===== src/rtl/usb_rx_packet_decoder.sv =====
// usb_rx_packet_decoder
// Turns one sampled D+/D- line state per bit-rate clock into a validated
// USB low/full-speed packet stream: NRZI decode, bit unstuffing, SYNC hunt,
// PID check-nibble validation, LSB-first byte assembly and EOP qualification.
//
// Ports
//   clock       bit-rate clock, all state on posedge
//   reset_n     asynchronous active-low reset
//   dp_in/dm_in line sample: {1,0}=J {0,1}=K {0,0}=SE0 {1,1}=SE1
//   rx_en       level enable; low forces IDLE on the next cycle
//   rx_active   high from SYNC detect until packet end/abort
//   pid         PID nibble of the current packet
//   pid_valid   one-cycle pulse when the PID byte is received
//   byte_out    data byte, qualified by byte_valid
//   byte_valid  one-cycle pulse per delivered data byte
//   byte_count  data bytes delivered in the current packet
//   eop_done    one-cycle pulse at packet end
//   pkt_ok      with eop_done: 1 iff no error bit is set
//   rx_err      sticky: [0] PID check [1] stuff [2] dribble/short PID
//               [3] overflow [4] line (SE1, bad EOP)
module usb_rx_packet_decoder #(
  parameter bit         NRZI_EN      = 1'b1,
  parameter bit         UNSTUFF_EN   = 1'b1,
  parameter int         MAX_BYTES    = 64,
  parameter int         HUNT_TIMEOUT = 256,
  parameter logic [7:0] SYNC_PATTERN = 8'h80
) (
  input  logic                           clock,
  input  logic                           reset_n,
  input  logic                           dp_in,
  input  logic                           dm_in,
  input  logic                           rx_en,
  output logic                           rx_active,
  output logic [3:0]                     pid,
  output logic                           pid_valid,
  output logic [7:0]                     byte_out,
  output logic                           byte_valid,
  output logic [$clog2(MAX_BYTES+1)-1:0] byte_count,
  output logic                           eop_done,
  output logic                           pkt_ok,
  output logic [4:0]                     rx_err
);
  localparam int CW = $clog2(MAX_BYTES + 1);
  localparam int TW = $clog2(HUNT_TIMEOUT + 1);
  localparam logic [CW-1:0] CNT_MAX  = CW'(MAX_BYTES);
  localparam logic [TW-1:0] TMO_LAST = TW'(HUNT_TIMEOUT - 1);

  localparam int E_PID   = 0;
  localparam int E_STUFF = 1;
  localparam int E_SHORT = 2;
  localparam int E_OVF   = 3;
  localparam int E_LINE  = 4;

  typedef enum logic [2:0] {
    S_IDLE, S_HUNT, S_PID, S_DATA, S_EOP1, S_EOP2, S_ERR
  } state_t;

  state_t          state_q, state_d;
  logic            prev_j_q, prev_j_d;
  logic [7:0]      sr_q, sr_d;
  logic [2:0]      bit_cnt_q, bit_cnt_d;
  logic [2:0]      ones_q, ones_d;
  logic [TW-1:0]   timer_q, timer_d;
  logic            seen_se0_q, seen_se0_d;
  logic [3:0]      pid_q, pid_d;
  logic            pid_valid_q, pid_valid_d;
  logic [7:0]      byte_q, byte_d;
  logic            byte_valid_q, byte_valid_d;
  logic [CW-1:0]   cnt_q, cnt_d;
  logic            eop_q, eop_d;
  logic            pkt_ok_q, pkt_ok_d;
  logic [4:0]      err_q, err_d;

  logic       line_j, line_ok, se0, se1;
  logic       dec_bit, in_pkt, at_six, stuff_err, byte_done, sync_hit, overflow;
  logic [7:0] shifted;

  assign line_j  = dp_in & ~dm_in;
  assign line_ok = dp_in ^ dm_in;
  assign se0     = ~dp_in & ~dm_in;
  assign se1     = dp_in & dm_in;

  // NRZI: no transition from the previous non-SE0 line state decodes as 1.
  assign dec_bit = NRZI_EN ? (dp_in == prev_j_q) : dp_in;
  assign shifted = {dec_bit, sr_q[7:1]};

  assign in_pkt    = (state_q == S_PID) || (state_q == S_DATA);
  // After six consecutive ones the next bit is a stuff position.
  assign at_six    = UNSTUFF_EN && (ones_q == 3'd6);
  assign stuff_err = in_pkt && line_ok && at_six && dec_bit;
  assign byte_done = in_pkt && line_ok && !at_six && (bit_cnt_q == 3'd7);
  assign sync_hit  = (state_q == S_HUNT) && !se0 && (shifted == SYNC_PATTERN);
  assign overflow  = (state_q == S_DATA) && byte_done && (cnt_q == CNT_MAX);

  always_ff @(posedge clock or negedge reset_n) begin
    if (!reset_n) state_q <= S_IDLE;
    else          state_q <= state_d;
  end

  always_comb begin
    state_d = state_q;
    if (!rx_en) begin
      state_d = S_IDLE;
    end else begin
      unique case (state_q)
        S_IDLE: state_d = S_HUNT;
        S_HUNT: begin
          if (sync_hit)                 state_d = S_PID;
          else if (timer_q == TMO_LAST) state_d = S_IDLE;
        end
        S_PID, S_DATA: begin
          if (se1)                                  state_d = S_ERR;
          else if (se0)                             state_d = S_EOP1;
          else if (stuff_err || overflow)           state_d = S_ERR;
          else if (byte_done && state_q == S_PID)   state_d = S_DATA;
        end
        S_EOP1: state_d = se0 ? S_EOP2 : S_ERR;
        S_EOP2: begin
          if (line_j)    state_d = S_HUNT;
          else if (!se0) state_d = S_ERR;
        end
        S_ERR: begin
          if (seen_se0_q && line_j) state_d = S_HUNT;
        end
        default: state_d = S_IDLE;
      endcase
    end
  end

  always_comb begin
    prev_j_d     = prev_j_q;
    sr_d         = sr_q;
    bit_cnt_d    = bit_cnt_q;
    ones_d       = ones_q;
    timer_d      = timer_q;
    seen_se0_d   = 1'b0;
    pid_d        = pid_q;
    pid_valid_d  = 1'b0;
    byte_d       = byte_q;
    byte_valid_d = 1'b0;
    cnt_d        = cnt_q;
    eop_d        = 1'b0;
    pkt_ok_d     = 1'b0;
    err_d        = err_q;

    if (!rx_en) begin
      prev_j_d = 1'b1;
    end else begin
      if (!se0) prev_j_d = dp_in;
      unique case (state_q)
        S_IDLE: begin
          // Preload with ones so an idle J line cannot fake a SYNC match.
          sr_d    = 8'hFF;
          timer_d = '0;
        end
        S_HUNT: begin
          timer_d = timer_q + 1'b1;
          if (!se0) sr_d = shifted;
          if (sync_hit) begin
            err_d     = '0;
            cnt_d     = '0;
            bit_cnt_d = '0;
            ones_d    = 3'd1;   // last SYNC bit is a one
          end
        end
        S_PID, S_DATA: begin
          if (line_ok) begin
            if (at_six) begin
              ones_d = '0;
              if (dec_bit) err_d[E_STUFF] = 1'b1;
            end else begin
              ones_d    = dec_bit ? ones_q + 3'd1 : 3'd0;
              sr_d      = shifted;
              bit_cnt_d = bit_cnt_q + 3'd1;
              if (byte_done) begin
                if (state_q == S_PID) begin
                  pid_d       = shifted[3:0];
                  pid_valid_d = 1'b1;
                  if (shifted[7:4] != ~shifted[3:0]) err_d[E_PID] = 1'b1;
                end else if (cnt_q == CNT_MAX) begin
                  err_d[E_OVF] = 1'b1;
                end else begin
                  byte_d       = shifted;
                  byte_valid_d = 1'b1;
                  cnt_d        = cnt_q + 1'b1;
                end
              end
            end
          end else if (se1) begin
            err_d[E_LINE] = 1'b1;
          end else if (state_q == S_PID || bit_cnt_q != 3'd0) begin
            err_d[E_SHORT] = 1'b1;
          end
        end
        S_EOP1: begin
          if (!se0) err_d[E_LINE] = 1'b1;
        end
        S_EOP2: begin
          if (line_j) begin
            eop_d    = 1'b1;
            pkt_ok_d = (err_q == 5'd0);
            sr_d     = 8'hFF;
            timer_d  = '0;
          end else if (!se0) begin
            err_d[E_LINE] = 1'b1;
          end
        end
        S_ERR: begin
          // Abort completes only on SE0 immediately followed by J.
          seen_se0_d = seen_se0_q;
          if (se0) begin
            seen_se0_d = 1'b1;
          end else if (line_j && seen_se0_q) begin
            eop_d   = 1'b1;
            sr_d    = 8'hFF;
            timer_d = '0;
          end else begin
            seen_se0_d = 1'b0;
          end
        end
        default: ;
      endcase
    end
  end

  always_ff @(posedge clock or negedge reset_n) begin
    if (!reset_n) begin
      prev_j_q     <= 1'b1;
      sr_q         <= 8'hFF;
      bit_cnt_q    <= '0;
      ones_q       <= '0;
      timer_q      <= '0;
      seen_se0_q   <= 1'b0;
      pid_q        <= '0;
      pid_valid_q  <= 1'b0;
      byte_q       <= '0;
      byte_valid_q <= 1'b0;
      cnt_q        <= '0;
      eop_q        <= 1'b0;
      pkt_ok_q     <= 1'b0;
      err_q        <= '0;
    end else begin
      prev_j_q     <= prev_j_d;
      sr_q         <= sr_d;
      bit_cnt_q    <= bit_cnt_d;
      ones_q       <= ones_d;
      timer_q      <= timer_d;
      seen_se0_q   <= seen_se0_d;
      pid_q        <= pid_d;
      pid_valid_q  <= pid_valid_d;
      byte_q       <= byte_d;
      byte_valid_q <= byte_valid_d;
      cnt_q        <= cnt_d;
      eop_q        <= eop_d;
      pkt_ok_q     <= pkt_ok_d;
      err_q        <= err_d;
    end
  end

  always_comb begin
    rx_active  = (state_q != S_IDLE) && (state_q != S_HUNT);
    pid        = pid_q;
    pid_valid  = pid_valid_q;
    byte_out   = byte_q;
    byte_valid = byte_valid_q;
    byte_count = cnt_q;
    eop_done   = eop_q;
    pkt_ok     = pkt_ok_q;
    rx_err     = err_q;
  end

endmodule


===== config.mk =====
export PLATFORM = sky130hd
export DESIGN_NAME = usb_rx_packet_decoder
export DESIGN_NICKNAME = d
export VERILOG_FILES = /design/src/rtl/usb_rx_packet_decoder.sv
export SDC_FILE = /design/constraint.sdc
export NUM_CORES = 1
export LEC_CHECK = 0
export ABC_AREA = 1
export BUFFER_PORTS_ARGS = -buffer_cell sky130_fd_sc_hd__buf_2
export CAP_MARGIN = 15
export CORE_ASPECT_RATIO = 2
export CORE_MARGIN = 2
export CORE_UTILIZATION = 53
export DETAILED_ROUTE_END_ITERATION = 8
export GPL_TIMING_DRIVEN = 0
export PLACE_DENSITY = 0.72
export SYNTH_ARGS = -nofsm -noshare
export SYNTH_HDL_FRONTEND = slang
export SYNTH_SLANG_ARGS = --single-unit

===== constraint.sdc =====
create_clock -name clock -period 1.95 [get_ports clock]
set_clock_uncertainty 0.2 [all_clocks]
set_input_delay 0.39 -clock clock [delete_from_list [all_inputs] [get_ports clock]]
set_output_delay 0.39 -clock clock [all_outputs]
set_load 0.005 [all_outputs]

After elaboration in Yosys (flattened, before gate mapping)

Cells that the tools add are included.

Register bits after elaboration: 56
Latch bits: 0
RAM bits: 0
Bits in read-only memories: 0
Bits of input ports: 5
Output and inout bits: 29
Logic and storage cells: 200
Memories: 0

$add $sub $neg: 4
Multipliers: 0
Divide/modulo/power cells: 0
Order comparisons: 0
Eq/ne operators: 40
Shifts and indexed selects: 0
Mux-type cells: 88
Bitwise logic cells: 10
Reductions and logical operators: 39

Operator list:

| kind                                                            | count |
|---|---|
| 3-bit two-way mux                                               | 17 |
| 8-bit two-way mux                                               | 6 |
| 1-bit two-way mux                                               | 44 |
| 7-bit two-way mux                                               | 6 |
| 2-bit inequality test, second input constant                    | 21 |
| 8-bit one-hot mux with 5 select lines                           | 1 |
| 9-bit one-hot mux with 4 select lines                           | 1 |
| 8-bit AND reduction                                             | 4 |
| 9-bit two-way mux                                               | 3 |
| 6-bit AND reduction                                             | 4 |
| 3-bit one-hot mux with 6 select lines                           | 1 |
| 3-bit == test, second input constant                            | 5 |
| 7-bit one-hot mux with 2 select lines                           | 1 |
| 1-bit logical AND                                               | 12 |
| 3-bit one-hot mux with 2 select lines                           | 2 |
| 5-bit AND reduction                                             | 2 |
| 9-bit by 1-bit adder with 9-bit output, second input constant   | 1 |
| 9-bit by 8-bit == test with 1-bit output, second input constant | 1 |
| 8-bit == test, second input constant                            | 1 |
| 4-bit inequality test, second input constant                    | 2 |
| 4-bit one-hot mux with 2 select lines                           | 1 |
| 4-bit AND reduction                                             | 2 |
| 4-bit nonzero test                                              | 2 |
| 7-bit by 1-bit adder with 7-bit output, second input constant   | 1 |
| 27 further kinds                                                | 40 |

Depth between registers and ports, before layout

Gate-level depths: netlist (run 1).

Word-level depth: 13
Gate-level depth with buffers: 13
Mapped depth without buffers: 13

Worst setup path before layout (run 1)

No wires, ideal clock.

Path type: flip-flop to flip-flop
Start: reg state_q[2]
End: reg sr_q[5]
Library setup time: 0.079 ns
Arrival: 1.717 ns
Data required time: 1.671 ns
Slack: -0.045 ns
Cell stages (with the launch flop): 14
Path buffers: 2
Clock period less this slack: 1.995 ns
Cell sequence: dfrtp_1 -> buf_6 -> clkinv_4 -> ha_1 -> inv_2 -> nor2_2 -> nor2_4 -> nand2_1 -> inv_2 -> o211ai_1 -> nor2_4 -> buf_6 -> o21ai_0 -> o21ai_0

Longest elaborated chain between the ends: 4
Elaborated cells on any way between the ends: 16
Classes of those cells: eq/ne: 11; mux: 1; reduce/logical: 4

Ends and longest elaborated chain:

| what                                                                                | line | RTL |
|---|---|---|
| from (decl)                                                                         | 58   | `state_t state_q, state_d;` |
| from (signal assigned)                                                              | 97   | `else state_q <= state_d;` |
| 3-bit by 2-bit == test with 1-bit output                                            | 150  | `unique case (state_q)` |
| 2-bit OR reduction                                                                  | 150  |  |
| 5-bit nonzero test (no source line) / 2-bit inequality test (equally long branches) | --   |  |
| 8-bit AND reduction (no source line)                                                | --   |  |
| to (signal assigned)                                                                | 244  | `sr_q <= sr_d;` |
| to (decl)                                                                           | 60   | `logic [7:0] sr_q, sr_d;` |

Parallel ways exist; a longest one is shown, timed or not.
A chain may end at the register's enable or synchronous reset.

Final worst setup path (run 1)

Start: reg state_q[2]
End: reg state_q[2]

Longest elaborated chain between the ends: 13
Elaborated cells on any way between the ends: 31
Classes of those cells: eq/ne: 10; mux: 6; reduce/logical: 15

Ends and longest elaborated chain:

| what                                                        | line   | RTL |
|---|---|---|
| 3-bit by 2-bit == test with 1-bit output (on tied branches) | --     |  |
| 1-bit logical OR                                            | 87     | `assign in_pkt = (state_q == S_PID) \|\| (state_q == S_DATA);` |
| 1-bit logical AND                                           | 90, 91 |  |
| 1-bit logical AND (2 in a row)                              | 91     | `assign byte_done = in_pkt && line_ok && !at_six && (bit_cnt_q == 3'd7);` |
| 1-bit logical AND (2 in a row)                              | 93     | `assign overflow = (state_q == S_DATA) && byte_done && (cnt_q == CNT_MAX);` |
| 1-bit logical OR                                            | 114    | `else if (stuff_err \|\| overflow) state_d = S_ERR;` |
| 3-bit two-way mux                                           | 114    |  |
| 3-bit two-way mux                                           | 113    | `else if (se0) state_d = S_EOP1;` |
| 3-bit two-way mux                                           | 112    | `if (se1) state_d = S_ERR;` |
| 3-bit one-hot mux with 6 select lines                       | 105    | `unique case (state_q)` |
| 3-bit two-way mux                                           | 102    | `if (!rx_en) begin` |

Parallel ways exist; a longest one is shown, timed or not.

==> impl_metrics.yaml, run 1 <==
status:
  status: "finished with violations"
  violations: "negative setup slack"
floorplanning:
  num_io_pins: 34
  start_util_pct: 54.5
  fp.coreArea_um2: 5960
  die_w_um: 59.3
  num_rows: 40
  die_h_um: 115
  dieArea_um2: 6800
synthesis:
  synthAdderAreaFrac_pct: 6.17
  synth_cell_types: 37
  synth_nets: 423
  synth_edf_count: 0
  ys_ff_latch: 55
  yosys-top-cells-count: "nand2_1, dfrtp_1, nor2_1, inv_1, o21ai_0"
  syn_inst: 402
  synth-compound-area-share_pct: 11.3
  yosysMostFrequentCell: "nand2_1"
  synth_top_family_by_area: "simple AND/OR/NAND/NOR gates"
  seq_area_frac_synth_pct: 42.7
  avgSynthCellArea_um2: 8.07
  yosys.area_share.simple_pct: 29.2
  synth.area.mux_share_pct: 0
  synth_top_area_share_pct: 36.2
  yosysWarnings: 0
  yosysTopAreaCell: "dfrtp_1"
  synth-async-reset-ratio_pct: 100
  yosys-top-cells-area: "dfrtp_1, nand2_1, dfstp_2"
  synth_xor_area_share_pct: 2.43
  synthFlopType: "dfrtp_1"
  synth_area_um2: 3250
global_routing:
  grt_usage_pct: 26.9
  antenna_found_initial: 0
  grt_max_degree: 33
  overflow: 0
  grt_pass1_vias: 3065
  grt_pass1_wl_um: 14000
pwr:
  clock_power_share_pct: 24.3
  powerDensity_nw_per_um2: 877
  p_int_mw: 2.42
  leakagePower_nw: 2.14
  total_power_mw: 3.87
  combPwrFrac_pct: 36.7
  seqPwrFrac_pct: 39.1
  swShare_pct: 37.6
  vdd_drop_max_mv: 0.584
  netSwitchingPower_mw: 1.45
placement:
  postPlaceCellArea_um2: 3510
  gp_congestion: 0.971
  dp.cells: 498
  portBuffers: 32
  dp_hpwl_um: 5570
  dp_slack_ns: -0.380
critical_path:
  critical_path_class: "flip-flop to flip-flop"
  arrival_ns: 1.97
  rrSetupSlack_ns: -0.03
  critPathMaxFanout: 7
  end_kind: "flip-flop"
  cp.required_ns: 1.94
  critPathLaunchType: "flip-flop"
finish:
  syn2layout_area_growth_pct: 36.0
  diodes: 0
  finalInstanceArea_um2: 4410
  nFillCells: 415
  fin_util_pct: 74.1
  nNetsFinal: 514
  drive_gt1_share_pct: 39.7
  final_cells: 557
timing:
  setup_tns_ns: -0.233
  hold_viol: 0
  rsz0062_at_grt: "yes"
  min_period_ns: 1.98
  slew_viol_final: 0
  whs_ns: 0.154
  setup_viol: 15
  fin_ws_ns: -0.0277
  worstMarginPinSlew_ns: 0.778
  max_freq_mhz: 506
  slew_headroom_pct: 48.2
  period_share_pct: 101
cts:
  cts_sinks: 55
  cts_tree: "done"
  h-tree-depth: 2
  cts_root_buf: "clkbuf_16"
  cts_buffers: 5
  cts.clk_slew.worst_paths_ns: 0.07
  insertion_delay_ns: 0.30
  cts_buffer_depth: 2
drt:
  wire_per_inst_um: 16.3
  vias: 3193
  drc_errors: 0
  ant_nets: 0
  vias_per_cell: 5.73
  dr.pass1.iters: 5
  drt_iter0_markers: 231
  drt_wl_total_um: 9090
hold_path:
  hp-class: "input port to flip-flop"
job:
  drv_cap: 0
-- kinds of logic after synthesis --
family / count (synthesis)
xor+xnor: 9
flops: 55
compound gates: 66
simple gates: 199
buf+inv: 57
fa+ha+maj: 16
-- worst paths after layout --
kind,start,end,cells past startpoint
worst max-delay path,state_q[2]$_DFFE_PN0P_,state_q[2]$_DFFE_PN0P_,9
min in group asynchronous,reset_n,byte_out[0]$_DFFE_PN0P_,2
max in group asynchronous,reset_n,sr_q[3]$_DFFE_PN1P_,3
worst max register to register,state_q[2]$_DFFE_PN0P_,state_q[2]$_DFFE_PN0P_,9
worst min register to register,rx_err[1]$_DFFE_PN0P_,pkt_ok$_DFF_PN0_,1
worst min-delay path,rx_en,state_q[0]$_DFFE_PN0P_,3
-- timing repair --
item                                   4_1_cts  5_1_grt
gates resized for setup                     50       64
hold buffers                                 1        0
endpoints found under the hold margin       25        0
pin swaps                                   21       18
cloned                                       2        3
buffers inserted                            34       12
setup endpoints to repair                   38       47
-- state kept, by name (all words and copies together) (netlist names) --
register and count:
prev_j_q 1, pkt_ok 1, pid 4, byte_valid 1, pid_valid 1, timer_q 9, state_q 3, sr_q 7
byte_count 7, ones_q 3, byte_out 8, seen_se0_q 1, rx_err 5, eop_done 1, bit_cnt_q 3
-- layout by cell type, fill, tap and decap left out, types with 6 or more instances in the layout --
master / netlist / layout
nand3_1: 28 / 20
xor2_1: 7 / 7
buf_6: 5 / 15
inv_2: 6 / 8
nor2_4: 4 / 8
o21ai_1: 2 / 13
buf_2: 0 / 31
nand2_4: 2 / 7
nor2_1: 45 / 35
nand4_1: 10 / 10
a21oi_1: 16 / 11
ha_1: 16 / 8
buf_4: 0 / 40
dfstp_2: 8 / 8
dfrtp_1: 47 / 45
o21ai_0: 37 / 25
nor2_2: 4 / 11
inv_1: 42 / 35
nand2_1: 88 / 72
nand2_2: 3 / 14
nand3_2: 0 / 6
-- metal layers --
layer | vias up | GRT usage, % | part of all wire, %
li1 | 1493 | - | -
met1 | 1511 | 29.3 | 34
met2 | 137 | 47.1 | 55
met3 | 52 | 4.63 | 5.6
met4 | 0 | 14.7 | 5.8
met5 | - | 0 | 0
-- critical path: stages, from the launching register on --
cell and delay [ns]:
dfrtp_1 0.40, buf_6 0.14, buf_4 0.16, nor3_2 0.38, nand3_2 0.17, nand4_1 0.13
buf_6 0.14, nand2_4 0.06, nand3_2 0.05, nand2_1 0.05
-- final cells by class --
type	instances	area [um^2]	share of cell area, %
buffer	8	87.6	1.98
clock buffer	5	125	2.83
clock inverter	3	25.0	0.567
inverter	49	213	4.82
multi-input combinational	291	1870	42.3
sequential	55	1390	31.5
tap	63	78.8	1.79
timing repair buffer	83	627	14.2
-- power groups by stage --
stage	registers (mW)	logic (mW)	clock network [mW]
6_report	1.51	1.42	0.939
5_1_grt	1.53	1.54	0.995
4_1_cts	1.49	1.24	0.952
3_5_place_dp	1.52	0.979	0
3_3_place_gp	1.51	0.951	0
2_1_floorplan	1.48	0.727	0
Power figures use the tool's default switching activity.
==> run 2: changes to the inputs <==
--- a/config.mk
+++ b/config.mk
@@ -14,6 +14,7 @@
 export DETAILED_ROUTE_END_ITERATION = 8
 export GPL_TIMING_DRIVEN = 0
 export PLACE_DENSITY = 0.72
+export REMOVE_ABC_BUFFERS = 1
 export SYNTH_ARGS = -nofsm -noshare
 export SYNTH_HDL_FRONTEND = slang
 export SYNTH_SLANG_ARGS = --single-unit
==> constraint.sdc (replaced) <==
create_clock -name clock -period 1.95 [get_ports clock]
set_clock_uncertainty 0.2 [all_clocks]
set_input_delay 0.39 -clock clock [delete_from_list [all_inputs] [get_ports clock]]
set_output_delay 0.39 -clock clock [all_outputs]
set_load 0.1 [all_outputs]
==> run 2 against run 1 <==
Against the previous run:
- the flow still finishes with violations (negative setup slack)
- flip-flop and latch count is the same
- wire length shrank 2.8%
- global-route usage is 1.1 points lower
- register-to-register slack barely moved
- setup slack got worse by 0.0095 ns
- critical endpoint is now sr_q[5]$_DFFE_PN1P_
- highest routed layer unchanged
==> impl_metrics.yaml, run 2 (synthesized netlist as in run 1, its figures left out) <==
timing:
  rsz0062_at_grt: "yes"
  worstMarginPinSlew_ns: 0.537
  min_period_ns: 1.99
  slew_viol_final: 0
  hold_viol: 0
  setup_viol: 8
  max_freq_mhz: 503
  fin_ws_ns: -0.0371
  period_share_pct: 102
  slew_headroom_pct: 64.2
drt:
  vias: 3109
  wire_per_inst_um: 16.3
  ant_nets: 0
  wl_met1_um: 3080
  drc_errors: 0
  drt_wl_total_um: 8840
  top_layer: "met4"
  met3_length_um: 372
  drt_iter0_markers: 223
  vias_per_cell: 5.73
  dr.pass1.iters: 4
  met2_length_um: 4880
cts:
  h-tree-depth: 2
  insertion_delay_ns: 0.30
  cts_buffer_depth: 2
  cts_sinks: 55
  cts_root_buf: "clkbuf_16"
  cts_buffers: 5
  cts.clk_slew.worst_paths_ns: 0.07
  cts_tree: "done"
placement:
  dp_slack_ns: -0.820
  gp_congestion: 0.929
  dp_hpwl_um: 5340
  portBuffers: 33
  postPlaceCellArea_um2: 3430
global_routing:
  overflow: 0
  antenna_found_initial: 0
  grt_pass1_wl_um: 13300
  grt_max_degree: 35
  grt_usage_pct: 25.7
  grt_pass1_vias: 3029
pwr:
  clock_power_share_pct: 23.3
  powerDensity_nw_per_um2: 976
  swShare_pct: 40.8
  combPwrFrac_pct: 40.5
  leakagePower_nw: 2.03
  vdd_drop_max_mv: 0.742
  p_int_mw: 2.45
  seqPwrFrac_pct: 36.2
  netSwitchingPower_mw: 1.68
finish:
  syn2layout_area_growth_pct: 30.5
  finalInstanceArea_um2: 4240
  multi_input_area_um2: 1840
  diodes: 0
  largest-register: "timer_q"
  drive_gt1_share_pct: 35.6
  final_common_cell: "nand2_1"
  largest_register_ffs: 9
  mostFrequentLayoutCells: "nand2_1, dfrtp_1, nor2_1"
  nNetsFinal: 500
  register_area_um2: 1390
  nFillCells: 427
status:
  status: "finished with violations"
  violations: "negative setup slack"
critical_path:
  setup.worst_path.end: "sr_q[5]$_DFFE_PN1P_"
  end_kind: "flip-flop"
  arrival_ns: 2.01
  critical_path_class: "flip-flop to flip-flop"
  r2r_end: "sr_q[5]$_DFFE_PN1P_"
  crit_start: "state_q[1]$_DFFE_PN0P_"
  critPathLaunchType: "flip-flop"
  cp.required_ns: 1.97
  reg2reg_from: "state_q[1]$_DFFE_PN0P_"
  cpPeakStageDelay_ns: 0.47
  cpMostUsedCell: "nor2_4"
  r2r_cells: 10
  crit_chain: "ha_4, inv_8, nor2_4, nor2_4, nand2_2, inv_2, o211ai_1, buf_4, nor2_4, o21ai_1"
  rrSetupSlack_ns: -0.04
  critPathMaxFanout: 7
  slowest_stage: "dfrtp_2"
floorplanning:
  fp.coreArea_um2: 5960
  num_io_pins: 34
  die_w_um: 59.3
  dieArea_um2: 6800
  num_rows: 40
  die_h_um: 115
  start_util_pct: 54.5
hold_path:
  hp-class: "input port to flip-flop"
  hold_start: "rx_en"
job:
  drv_cap: 0
## run 2: cell types whose count changed in the layout (fill, tap and decap cells not counted), moves of 3 or more
cell,delta
buf_12,+3
buf_4,-6
buf_6,-8
nand2_1,+7
nand2_2,-6
nand2_4,-3
nand3_2,+3
nor2_1,+4
nor2_2,-5
## run 2: power groups by stage
stage	registers, mW	logic (mW)	clock network (mW)
3_5_place_dp	1.52	1.19	0
6_report	1.49	1.67	0.962
5_1_grt	1.52	1.81	1.02
3_3_place_gp	1.51	1.16	0
2_1_floorplan	1.73	0.688	0
4_1_cts	1.49	1.34	0.981
## run 2: worst max-delay path, delay by kind of cell (launching register included)
family | cells | cell delay [ns]
and+or+nand+nor | 4 | 0.41
adders and majority gates | 1 | 0.23
AOI/OAI and AO/OA | 2 | 0.25
buffers and inverters | 3 | 0.34
DFF | 1 | 0.47
## run 2: how the worst min path moves through the flow
stage                     slack [ns]  depth (start not counted)                       end
final                           0.24                          3    state_q[2]$_DFFE_PN0P_
after global routing            0.26                          3    state_q[2]$_DFFE_PN0P_
after CTS                       0.24                          3    state_q[2]$_DFFE_PN0P_
after detailed placement        0.19                          1        pid[0]$_DFFE_PN0P_
after global placement          0.26                          2        pid[0]$_DFFE_PN0P_
after floorplan                -0.11                          0  bit_cnt_q[0]$_DFFE_PN0P_
## run 2: timing repair
action	4_1_cts	5_1_grt
resized for setup	29	66
endpoints found under the hold margin	21	0
gates cloned	2	0
hold buffers	1	0
pin swaps	15	21
setup endpoints to repair	47	43
setup buffers	22	19
## run 2: cell type report
| type | instances | area share [%] |
|---|---|---|
| well taps | 63 | 1.86 |
| repair buffers | 76 | 13.2 |
| inverters | 49 | 4.96 |
| clock buffers | 7 | 3.60 |
| multi-input cells | 292 | 43.4 |
| clock inverters | 1 | 0.177 |
| flip-flops and latches | 55 | 32.8 |
## run 2: routing by layer
| metal | up-vias | GRT usage [%] |
|---|---|---|
| li1 | 1465 | - |
| met1 | 1482 | 25.2 |
| met2 | 117 | 45.7 |
| met3 | 45 | 4.29 |
| met4 | 0 | 18.9 |
| met5 | - | 0 |
## run 2: metrics by stage
stage | util, % | hold WS (ns) | power [mW] | std cells | setup TNS (ns)
after floorplan | - | -0.106 | 2.42 | 394 | -11.44
after global placement | 57.3 | 0.265 | 2.67 | 490 | -26.39
after detailed placement | 57.6 | 0.193 | 2.70 | 491 | -28.43
after CTS | 65.3 | 0.237 | 3.81 | 524 | -0.136
after global routing | 71.1 | 0.261 | 4.35 | 543 | -1.42
final | 71.1 | 0.245 | 4.13 | 543 | -0.182
